### src/rtl/ecc_pkg.sv
// ecc_pkg: shared field/curve constants, point type, FSM encodings and modular helpers
package ecc_pkg;
    localparam int ECC_P  = 11;
    localparam int ECC_A  = 1;
    localparam int ECC_B  = 6;
    localparam int ECC_W  = 9;
    localparam int ECC_KW = 4;

    typedef struct packed {
        logic [ECC_W-1:0] x;
        logic [ECC_W-1:0] y;
        logic             inf;
    } point_t;

    localparam point_t INF_PT = '{x: '0, y: '0, inf: 1'b1};

    typedef enum logic [2:0] {OP_IDLE, OP_CHK, OP_INV, OP_X3, OP_Y3, OP_DONE} op_state_t;
    typedef enum logic [2:0] {D_IDLE, D_DBL, D_ADD, D_NEXT, D_NEG, D_SUB, D_DONE} dec_state_t;

    // Operands are already reduced, so one conditional subtract suffices.
    function automatic logic [ECC_W-1:0] mod_red(input logic [ECC_W:0] s, input logic [ECC_W-1:0] p);
        return (s >= {1'b0, p}) ? ECC_W'(s - {1'b0, p}) : s[ECC_W-1:0];
    endfunction

    function automatic logic [ECC_W-1:0] mod_add(input logic [ECC_W-1:0] a, b, p);
        return mod_red({1'b0, a} + {1'b0, b}, p);
    endfunction

    function automatic logic [ECC_W-1:0] mod_sub(input logic [ECC_W-1:0] a, b, p);
        return mod_red({1'b0, a} + {1'b0, p} - {1'b0, b}, p);
    endfunction

    function automatic logic [ECC_W-1:0] mod_mul(input logic [ECC_W-1:0] a, b, p);
        logic [2*ECC_W-1:0] prod;
        prod = {{ECC_W{1'b0}}, a} * {{ECC_W{1'b0}}, b};
        return ECC_W'(prod % {{ECC_W{1'b0}}, p});
    endfunction

    function automatic logic on_curve(input point_t q);
        logic [ECC_W-1:0] pw, x2, rhs;
        pw  = ECC_W'(ECC_P);
        x2  = mod_mul(q.x, q.x, pw);
        rhs = mod_add(mod_add(mod_mul(x2, q.x, pw), mod_mul(ECC_W'(ECC_A), q.x, pw), pw), ECC_W'(ECC_B), pw);
        return q.inf || (mod_mul(q.y, q.y, pw) == rhs);
    endfunction
endpackage

### src/rtl/ecc_point_op.sv
// ecc_point_op: sequential point add/double with special-case shortcut and trial-search inverse
module ecc_point_op import ecc_pkg::*; #(
    parameter int P = ECC_P,
    parameter int A = ECC_A,
    parameter int W = ECC_W
) (
    input  logic         clk,
    input  logic         rst,
    input  logic         i_start,
    input  logic [W-1:0] i_a_x,
    input  logic [W-1:0] i_a_y,
    input  logic         i_a_inf,
    input  logic [W-1:0] i_b_x,
    input  logic [W-1:0] i_b_y,
    input  logic         i_b_inf,
    output logic         o_done,
    output logic [W-1:0] o_r_x,
    output logic [W-1:0] o_r_y,
    output logic         o_r_inf
);
    localparam logic [W-1:0] PW    = W'(P);
    localparam logic [W-1:0] AW    = W'(A);
    localparam logic [W-1:0] ONE   = W'(1);
    localparam logic [W-1:0] THREE = W'(3);

    op_state_t    r_state, w_next;
    point_t       r_a, r_b, r_res;
    logic [W-1:0] r_num, r_den, r_t, r_lam, r_x3;
    logic [W-1:0] w_num, w_den, w_lam, w_x3, w_y3;
    logic         w_equal, w_inv_pair, w_special, w_hit;

    assign w_equal    = (r_a.x == r_b.x) && (r_a.y == r_b.y);
    assign w_inv_pair = (r_a.x == r_b.x) && (r_a.y == mod_sub('0, r_b.y, PW));
    assign w_special  = r_a.inf || r_b.inf || w_inv_pair;
    assign w_num      = w_equal ? mod_add(mod_mul(THREE, mod_mul(r_a.x, r_a.x, PW), PW), AW, PW)
                                : mod_sub(r_b.y, r_a.y, PW);
    assign w_den      = w_equal ? mod_add(r_a.y, r_a.y, PW) : mod_sub(r_b.x, r_a.x, PW);
    // The last candidate is taken unconditionally so a bad operand cannot stall the search.
    assign w_hit      = (mod_mul(r_t, r_den, PW) == ONE) || (r_t == PW - ONE);
    assign w_lam      = mod_mul(r_num, r_t, PW);
    assign w_x3       = mod_sub(mod_sub(mod_mul(w_lam, w_lam, PW), r_a.x, PW), r_b.x, PW);
    assign w_y3       = mod_sub(mod_mul(r_lam, mod_sub(r_a.x, r_x3, PW), PW), r_a.y, PW);

    assign o_done  = r_state == OP_DONE;
    assign o_r_x   = r_res.x;
    assign o_r_y   = r_res.y;
    assign o_r_inf = r_res.inf;

    always_ff @(posedge clk or posedge rst) begin
        if (rst) r_state <= OP_IDLE;
        else     r_state <= w_next;
    end

    always_comb begin
        w_next = r_state;
        case (r_state)
            OP_IDLE: w_next = i_start ? OP_CHK : OP_IDLE;
            OP_CHK:  w_next = w_special ? OP_DONE : OP_INV;
            OP_INV:  w_next = w_hit ? OP_X3 : OP_INV;
            OP_X3:   w_next = OP_Y3;
            OP_Y3:   w_next = OP_DONE;
            default: w_next = OP_IDLE;
        endcase
    end

    always_ff @(posedge clk or posedge rst) begin
        if (rst) begin
            r_a   <= '0;
            r_b   <= '0;
            r_res <= '0;
            r_num <= '0;
            r_den <= '0;
            r_t   <= '0;
            r_lam <= '0;
            r_x3  <= '0;
        end else begin
            case (r_state)
                OP_IDLE: if (i_start) begin
                    r_a <= '{i_a_x, i_a_y, i_a_inf};
                    r_b <= '{i_b_x, i_b_y, i_b_inf};
                end
                OP_CHK: begin
                    r_num <= w_num;
                    r_den <= w_den;
                    r_t   <= ONE;
                    r_res <= r_a.inf ? r_b : (r_b.inf ? r_a : INF_PT);
                end
                OP_INV: if (!w_hit) r_t <= r_t + ONE;
                OP_X3: begin
                    r_lam <= w_lam;
                    r_x3  <= w_x3;
                end
                OP_Y3: r_res <= '{r_x3, w_y3, 1'b0};
                default: ;
            endcase
        end
    end
endmodule

### src/rtl/ecc_point_decrypt.sv
// ecc_point_decrypt: EC-ElGamal decryption M = C2 - d*C1 via MSB-first double-and-add
module ecc_point_decrypt import ecc_pkg::*; #(
    parameter int P  = ECC_P,
    parameter int A  = ECC_A,
    parameter int W  = ECC_W,
    parameter int KW = ECC_KW
) (
    input  logic          clk,
    input  logic          rst,
    input  logic          start,
    input  logic [W-1:0]  c1_x,
    input  logic [W-1:0]  c1_y,
    input  logic          c1_inf,
    input  logic [W-1:0]  c2_x,
    input  logic [W-1:0]  c2_y,
    input  logic          c2_inf,
    input  logic [KW-1:0] key,
    output logic          busy,
    output logic          done,
    output logic [W-1:0]  m_x,
    output logic [W-1:0]  m_y,
    output logic          m_inf
);
    localparam int           IW = $clog2(KW);
    localparam logic [W-1:0] PW = W'(P);

    dec_state_t    r_state, w_next;
    point_t        r_c1, r_c2, r_r, r_m, w_op_a, w_op_b;
    logic [KW-1:0] r_key;
    logic [IW-1:0] r_i;
    logic          r_launch, w_op_done, w_res_inf;
    logic [W-1:0]  w_res_x, w_res_y;

    // DBL: R+R, ADD: R+C1, SUB: C2+R (R already negated)
    assign w_op_a = (r_state == D_SUB) ? r_c2 : r_r;
    assign w_op_b = (r_state == D_ADD) ? r_c1 : r_r;

    assign busy  = (r_state != D_IDLE) && (r_state != D_DONE);
    assign done  = r_state == D_DONE;
    assign m_x   = r_m.x;
    assign m_y   = r_m.y;
    assign m_inf = r_m.inf;

    ecc_point_op #(.P(P), .A(A), .W(W)) u_op (
        .clk     (clk),
        .rst     (rst),
        .i_start (r_launch),
        .i_a_x   (w_op_a.x),
        .i_a_y   (w_op_a.y),
        .i_a_inf (w_op_a.inf),
        .i_b_x   (w_op_b.x),
        .i_b_y   (w_op_b.y),
        .i_b_inf (w_op_b.inf),
        .o_done  (w_op_done),
        .o_r_x   (w_res_x),
        .o_r_y   (w_res_y),
        .o_r_inf (w_res_inf)
    );

    always_ff @(posedge clk or posedge rst) begin
        if (rst) r_state <= D_IDLE;
        else     r_state <= w_next;
    end

    always_comb begin
        w_next = r_state;
        case (r_state)
            D_IDLE:  w_next = start ? D_DBL : D_IDLE;
            D_DBL:   if (w_op_done) w_next = r_key[r_i] ? D_ADD : D_NEXT;
            D_ADD:   if (w_op_done) w_next = D_NEXT;
            D_NEXT:  w_next = (r_i == '0) ? D_NEG : D_DBL;
            D_NEG:   w_next = D_SUB;
            D_SUB:   if (w_op_done) w_next = D_DONE;
            default: w_next = D_IDLE;
        endcase
    end

    always_ff @(posedge clk or posedge rst) begin
        if (rst) begin
            r_c1     <= '0;
            r_c2     <= '0;
            r_r      <= '0;
            r_m      <= '0;
            r_key    <= '0;
            r_i      <= '0;
            r_launch <= 1'b0;
        end else begin
            r_launch <= (w_next == D_DBL || w_next == D_ADD || w_next == D_SUB) && (w_next != r_state);
            case (r_state)
                D_IDLE: if (start) begin
                    r_c1  <= '{c1_x, c1_y, c1_inf};
                    r_c2  <= '{c2_x, c2_y, c2_inf};
                    r_key <= key;
                    r_r   <= INF_PT;
                    r_i   <= IW'(KW - 1);
                end
                D_DBL, D_ADD: if (w_op_done) r_r <= '{w_res_x, w_res_y, w_res_inf};
                D_NEXT: if (r_i != '0) r_i <= r_i - IW'(1);
                D_NEG:  r_r.y <= mod_sub('0, r_r.y, PW);
                D_SUB:  if (w_op_done) r_m <= w_res_inf ? INF_PT : '{w_res_x, w_res_y, 1'b0};
                default: ;
            endcase
        end
    end
endmodule

### config.mk
export PLATFORM = sky130hd
export DESIGN_NAME = ecc_point_decrypt
export DESIGN_NICKNAME = d
export VERILOG_FILES = /design/src/rtl/ecc_pkg.sv /design/src/rtl/ecc_point_op.sv /design/src/rtl/ecc_point_decrypt.sv
export SDC_FILE = /design/constraint.sdc
export NUM_CORES = 2
export LEC_CHECK = 0
export ABC_AREA = 1
export CORE_MARGIN = 10
export CORE_UTILIZATION = 60
export CTS_CLUSTER_DIAMETER = 30
export DETAILED_ROUTE_END_ITERATION = 8
export MAX_ROUTING_LAYER = met4
export PLACE_DENSITY = 0.74
export SYNTH_ARGS = -nofsm -noshare
export SYNTH_HDL_FRONTEND = slang
export SYNTH_SLANG_ARGS = --single-unit
### constraint.sdc
create_clock -name clk -period 34.3 [get_ports clk]
set_input_delay 5.145 -clock clk [delete_from_list [all_inputs] [get_ports clk]]
set_output_delay 5.145 -clock clk [all_outputs]
set_load 0.005 [all_outputs]
### After elaboration in Yosys (flattened, before gate mapping)

Cells that the tools add are included.

* memories: 0
* output and inout bits: 21
* bits in read-only memories: 0
* logic and storage cells: 175
* bits in latches: 0
* flip-flop bits (word level): 191
* input bits: 45
* bits in writable memories: 0

* shift-type cells: 0
* eq/ne operators: 25
* order comparisons: 11
* bitwise logic cells: 0
* $add $sub $neg: 28
* divide/modulo/power cells: 6
* muxes and demuxes: 41
* reductions and logical operators: 27
* multiply operators: 6

Operators with widths (count)
* two-way mux 19 bit: 7
* two-way mux 9 bit: 13
* >= comparator 10 x 4 -> 1 bit, second input constant: 10
* remainder unit 18 x 4 -> 18 bit, second input constant: 5
* multiplier 9 x 9 -> 18 bit: 5
* subtractor 9 x 4 -> 9 bit, second input constant: 10
* adder 9 x 4 -> 10 bit, second input constant: 6
* subtractor 10 x 9 -> 10 bit: 6
* one-hot mux 19 bit (2 select lines): 1
* one-hot mux 9 bit (2 select lines): 2
* == test 9 bit: 3
* one-hot mux 9 bit (3 select lines): 1
* subtractor 4 x 9 -> 10 bit, first input constant: 2
* == test 3 bit, second input constant: 6
* remainder unit 11 x 4 -> 18 bit, second input constant: 1
* one-hot mux 3 bit (6 select lines): 1
* == test 3 x 2 -> 1 bit, second input constant: 5
* two-way mux 3 bit: 5
* one-hot mux 3 bit (5 select lines): 1
* multiplier 2 x 9 -> 11 bit, first input constant: 1
* adder 9 x 1 -> 10 bit, second input constant: 1
* adder 9 x 9 -> 10 bit: 1
* nonzero test 2 bit: 5
* adder 9 x 1 -> 9 bit, second input constant: 1
* other kinds (22): 45

### Longest topological paths before layout

* depth in word-level cells: 12
* gate-level depth with buffers: 262
* gate-level depth less buffers: 259

### Modules after synthesis

From an unflattened synthesis, not the netlist that was laid out.

* cells, all modules: 4829
* area total of the unflattened synthesis: 33943.8 um2

Modules (own cells, without submodules)
* ecc_point_op: times used 1, seq. area each 2627.5 um2, cells each 4336, area each 29547.1 um2
* ecc_point_decrypt: times used 1, seq. area each 2152.1 um2, cells each 493, area each 4396.7 um2

### Worst setup path before layout

No wires, ideal clock.

* path kind: register to register
* start point: register u_op.r_t[7]
* end point: register u_op.r_x3[6]
* cell stages (with the launch flop): 237
* data arrival time: 30052 ps
* data required time: 34172 ps
* path slack: 4120 ps
* library setup time: 128 ps
* path buffers: 3
* period minus slack after synthesis: 30180 ps
* path through: dfrtp_1 clkbuf_8 clkbuf_1 nand2_1 fa_1 fa_1 inv_1 fa_1 inv_1 fa_1 inv_1 ha_1 a21oi_1 o21ai_0 nor2_1 o21ai_1 xor2_1 nand2_2 [... 201 more ...] inv_1 nor2_1 xor2_1 ha_1 inv_1 fa_1 nand3_1 nand2_1 xor2_1 nor2_1 inv_1 nor4_1 nand3_1 inv_1 nor2_1 nand2_1 xor2_1 o21ai_0

* word-level cells in the longest chain between the ends: 12
* elaborated cells between the ends (all ways): 14
* classes of those cells: 6 x add/sub; 2 x mul; 2 x div; 2 x order compare; 2 x mux

Ends and longest elaborated chain
* from (decl): line ecc_point_op.sv:28 `logic [W-1:0] r_num, r_den, r_t, r_lam, r_x3;`
* from (signal assigned): line ecc_point_op.sv:88 `OP_INV: if (!w_hit) r_t <= r_t + ONE;`
* multiplier 9 x 9 -> 18 bit *: line ecc_pkg.sv:35 `prod = {{ECC_W{1'b0}}, a} * {{ECC_W{1'b0}}, b};`
* remainder unit 18 x 4 -> 18 bit *: line ecc_pkg.sv:36 `return ECC_W'(prod % {{ECC_W{1'b0}}, p});`
* multiplier 9 x 9 -> 18 bit *: line ecc_pkg.sv:35
* remainder unit 18 x 4 -> 18 bit *: line ecc_pkg.sv:36
* adder 9 x 4 -> 10 bit *: line ecc_pkg.sv:30 `return mod_red({1'b0, a} + {1'b0, p} - {1'b0, b}, p);`
* subtractor 10 x 9 -> 10 bit *: line ecc_pkg.sv:30
* subtractor 9 x 4 -> 9 bit or >= comparator 10 x 4 -> 1 bit (tied branches): line ecc_pkg.sv:22 `return (s >= {1'b0, p}) ? ECC_W'(s - {1'b0, p}) : s[ECC_W-1:0];`
* two-way mux 9 bit *: line ecc_pkg.sv:22
* adder 9 x 4 -> 10 bit *: line ecc_pkg.sv:30
* subtractor 10 x 9 -> 10 bit *: line ecc_pkg.sv:30
* subtractor 9 x 4 -> 9 bit or >= comparator 10 x 4 -> 1 bit (tied branches): line ecc_pkg.sv:22
* two-way mux 9 bit *: line ecc_pkg.sv:22
* to (signal assigned): line ecc_point_op.sv:91 `r_x3 <= w_x3;`
* to (decl): line ecc_point_op.sv:28

Every way passes the cells marked *; elsewhere a longest branch is shown, timed or not.
A chain may end at the register's enable or synchronous reset.

### Final worst setup path

* start point: register u_op.r_t[3]
* end point: register u_op.r_x3[2]

The elaborated chain is that of the path after synthesis.

==> results.json <==
{
  "drt_iter0_drc": 1992,
  "cp-start-kind": "flop",
  "ant_nets": 0,
  "fillers": 4990,
  "worstSetupPathType": "reg -> reg",
  "critPathMaxStageDelay_ns": 0.54,
  "status": "finished, final reports clean",
  "synth_compound_area_frac": 0.106,
  "slew_headroom": 0.414,
  "synthCells": 4714,
  "antenna_found_initial": 0,
  "wire_per_inst_um": 14.0,
  "avgSynthCellArea_um2": 7.08,
  "grt_max_degree": 125,
  "via_per_inst": 5.29,
  "min_path_type": "reg -> reg",
  "area_delta_synth_final_pct": 8.50,
  "synth_seq_cells": 191,
  "grt_pass1_wl_um": 128000,
  "synth_ff_type": "dfrtp_1",
  "numClockSinks": 191,
  "required_ns": 34.70,
  "worst_slack_ns": 2.35,
  "io_pins": 66,
  "end_kind": "flop",
  "numCtsBuffers": 17,
  "synth_top_family_by_area": "simple AND/OR/NAND/NOR gates",
  "n_antenna_cell": 0,
  "finalHoldViolCount": 0,
  "layout_min_cycle_time_ns": 31.95,
  "synth_xor_area_frac": 0.0863,
  "clk_latency_ns": 0.46,
  "yosysWarnings": 0,
  "max_freq_mhz": 31.3,
  "start_util": 0.606,
  "syn_area_um2": 33400,
  "grtUsageTotal": 0.234,
  "cts_htree_levels": 4,
  "cp.arrival_ns": 32.35,
  "post-place-ws_ns": 0.773,
  "slew_violations": 0,
  "numPortBuffers": 65,
  "crit_slowest_cell": "fa_1",
  "overflow": 0,
  "cap_viol_max_count": 0,
  "path_clk_slew_ns": 0.08,
  "dieArea_um2": 65500,
  "hold_buffers": 0,
  "critical_path.most_common_cell": "nand2_1",
  "die_x_um": 256,
  "core_area_um2": 55100,
  "ys_seq_area_frac": 0.143,
  "synth_mux_area_frac": 0.0142,
  "fin_crit_sh": 0.931,
  "critPathMaxFanout": 8,
  "drive_above_1_share": 0.134,
  "dr.pass1.iters": 6,
  "ys_async_sr_fraction": 1.00,
  "worst_pin_slew_ns": 0.878,
  "r2r_slack_ns": 2.35,
  "place_congestion": 0.963,
  "cts_tree": "built",
  "synthAdderAreaFrac": 0.256,
  "fin_skew_ns": 0.0170,
  "grt_pass1_vias": 27200,
  "final_nets": 5372,
  "drcViolationCount": 0,
  "dp_hpwl_um": 61700,
  "yosysUniqueCellTypes": 78,
  "totalWireLength_um": 77400,
  "root_buffer": "clkbuf_16",
  "die_h_um": 256,
  "num_vias": 29300,
  "rows": 86,
  "setup-violations-final": 0,
  "clockBufferDepth": 2,
  "synth_enable_flop_cells": 0,
  "synthSimpleGateAreaFrac": 0.267
}
-- layout make-up --
class / count / area, um^2 / share of cell area
clock buffers: 18 / 429 / 0.0118
repair buffers: 134 / 1160 / 0.0320
clock inverters: 14 / 143 / 0.00394
multi-input cells: 3444 / 25000 / 0.690
flip-flops and latches: 191 / 4820 / 0.133
inverters: 990 / 3750 / 0.104
well taps: 748 / 936 / 0.0258
-- metal layers --
| layer | part of all wire | global-route usage |
|---|---|---|
| met5 | 0 | - |
| met3 | 0.039 | 0.0150 |
| met1 | 0.44 | 0.298 |
| met4 | 0.024 | 0.0527 |
| met2 | 0.50 | 0.405 |
-- logic make-up after synthesis --
kind of cell / count (synthesis)
adder cells (fa/ha/maj): 549
buffers and inverters: 1085
AND/OR/NAND/NOR: 1922
flip-flops: 191
other: 2
XOR/XNOR: 322
multiplexers: 42
AO/OA/AOI/OAI: 601
-- final timing paths --
check,start,endpoint,depth (start not counted)
min,m_x[4],m_x[4],2
min in group asynchronous,rst,m_x[1],2
max in group asynchronous,rst,u_op.r_t[4],3
max reg2reg,u_op.r_t[3],u_op.r_x3[2],241
min reg2reg,m_x[4],m_x[4],2
max,u_op.r_t[3],u_op.r_x3[2],241
-- stage by stage --
stage          instance area [um^2]  TNS, ns  utilization  cells  hold WS, ns
4_1_cts                       35200        0        0.638   5481        0.484
5_1_grt                       36200    -4.48        0.657   5539        0.514
2_1_floorplan                 33400        0            -   4720        0.453
3_3_place_gp                  34600        0        0.628   5449        0.464
3_5_place_dp                  34600        0        0.628   5449        0.465
6_report                      36200        0        0.657   5539        0.480
-- registers in the layout, summed over array words and instances (netlist names) --
register and flops:
r_c2 19, m_x 9, u_op.o_r_x 9, r_i 2
u_op.r_state 3, r_r 19, u_op.r_a 19, m_y 9
u_op.o_r_y 9, r_c1 19, r_state 3, r_launch 1
r_key 4, u_op.r_den 9, u_op.r_num 9, u_op.r_t 9
m_inf 1, u_op.r_lam 9, u_op.o_r_inf 1, u_op.r_b 19
u_op.r_x3 9
-- synthesized netlist by cell type, drive strengths merged, types with 3 or more instances --
library cell | n | area (um^2)
a211oi | 4 | 30.0
a21boi | 11 | 90.1
a21o | 8 | 63.8
a21oi | 195 | 1040
a221oi | 9 | 78.8
a22o | 3 | 26.3
a22oi | 11 | 82.6
a2bb2oi | 4 | 35.0
a31oi | 7 | 50.1
and2 | 3 | 20.0
buf | 14 | 113
clkbuf | 81 | 384
clkinv | 10 | 46.3
dfrtp | 191 | 4780
fa | 224 | 4480
ha | 325 | 4070
inv | 980 | 3700
mux2 | 42 | 473
nand2 | 1280 | 5610
nand3 | 245 | 1420
nand3b | 8 | 60.1
nand4 | 47 | 315
nor2 | 272 | 1080
nor3 | 26 | 135
nor3b | 3 | 22.5
nor4 | 4 | 25.0
o211ai | 12 | 95.1
o21a | 7 | 53.8
o21ai | 255 | 1350
o21bai | 31 | 244
o221ai | 4 | 35.0
o22ai | 28 | 175
o31ai | 4 | 30.0
or2 | 31 | 196
xnor2 | 79 | 692
xor2 | 243 | 2190
-- placed cells by master (no fill, tap or decap), types with 174 or more instances in the layout --
cell / instances
nor2_1: 249
ha_1: 318
fa_1: 221
o21ai_0: 205
xor2_1: 211
dfrtp_1: 174
nand3_1: 207
a21oi_1: 179
inv_1: 923
nand2_1: 1056
-- timing repair --
action	4_1_cts	5_1_grt
endpoints found under the setup margin	0	9
resized for setup	0	137
setup buffers	0	58
-- worst max-delay path, delay by kind of cell, from the launching register on --
kind            cells  cell delay [ns]
compound gates     28             4.09
xor+xnor           20             3.73
fa+ha+maj          20             7.18
buf+inv            42             3.23
flops               1             0.51
simple gates      131            13.13
Power is left out: the tool's default activity adds up to more than one toggle a clock period on the data nets, which glitch-free logic cannot reach.
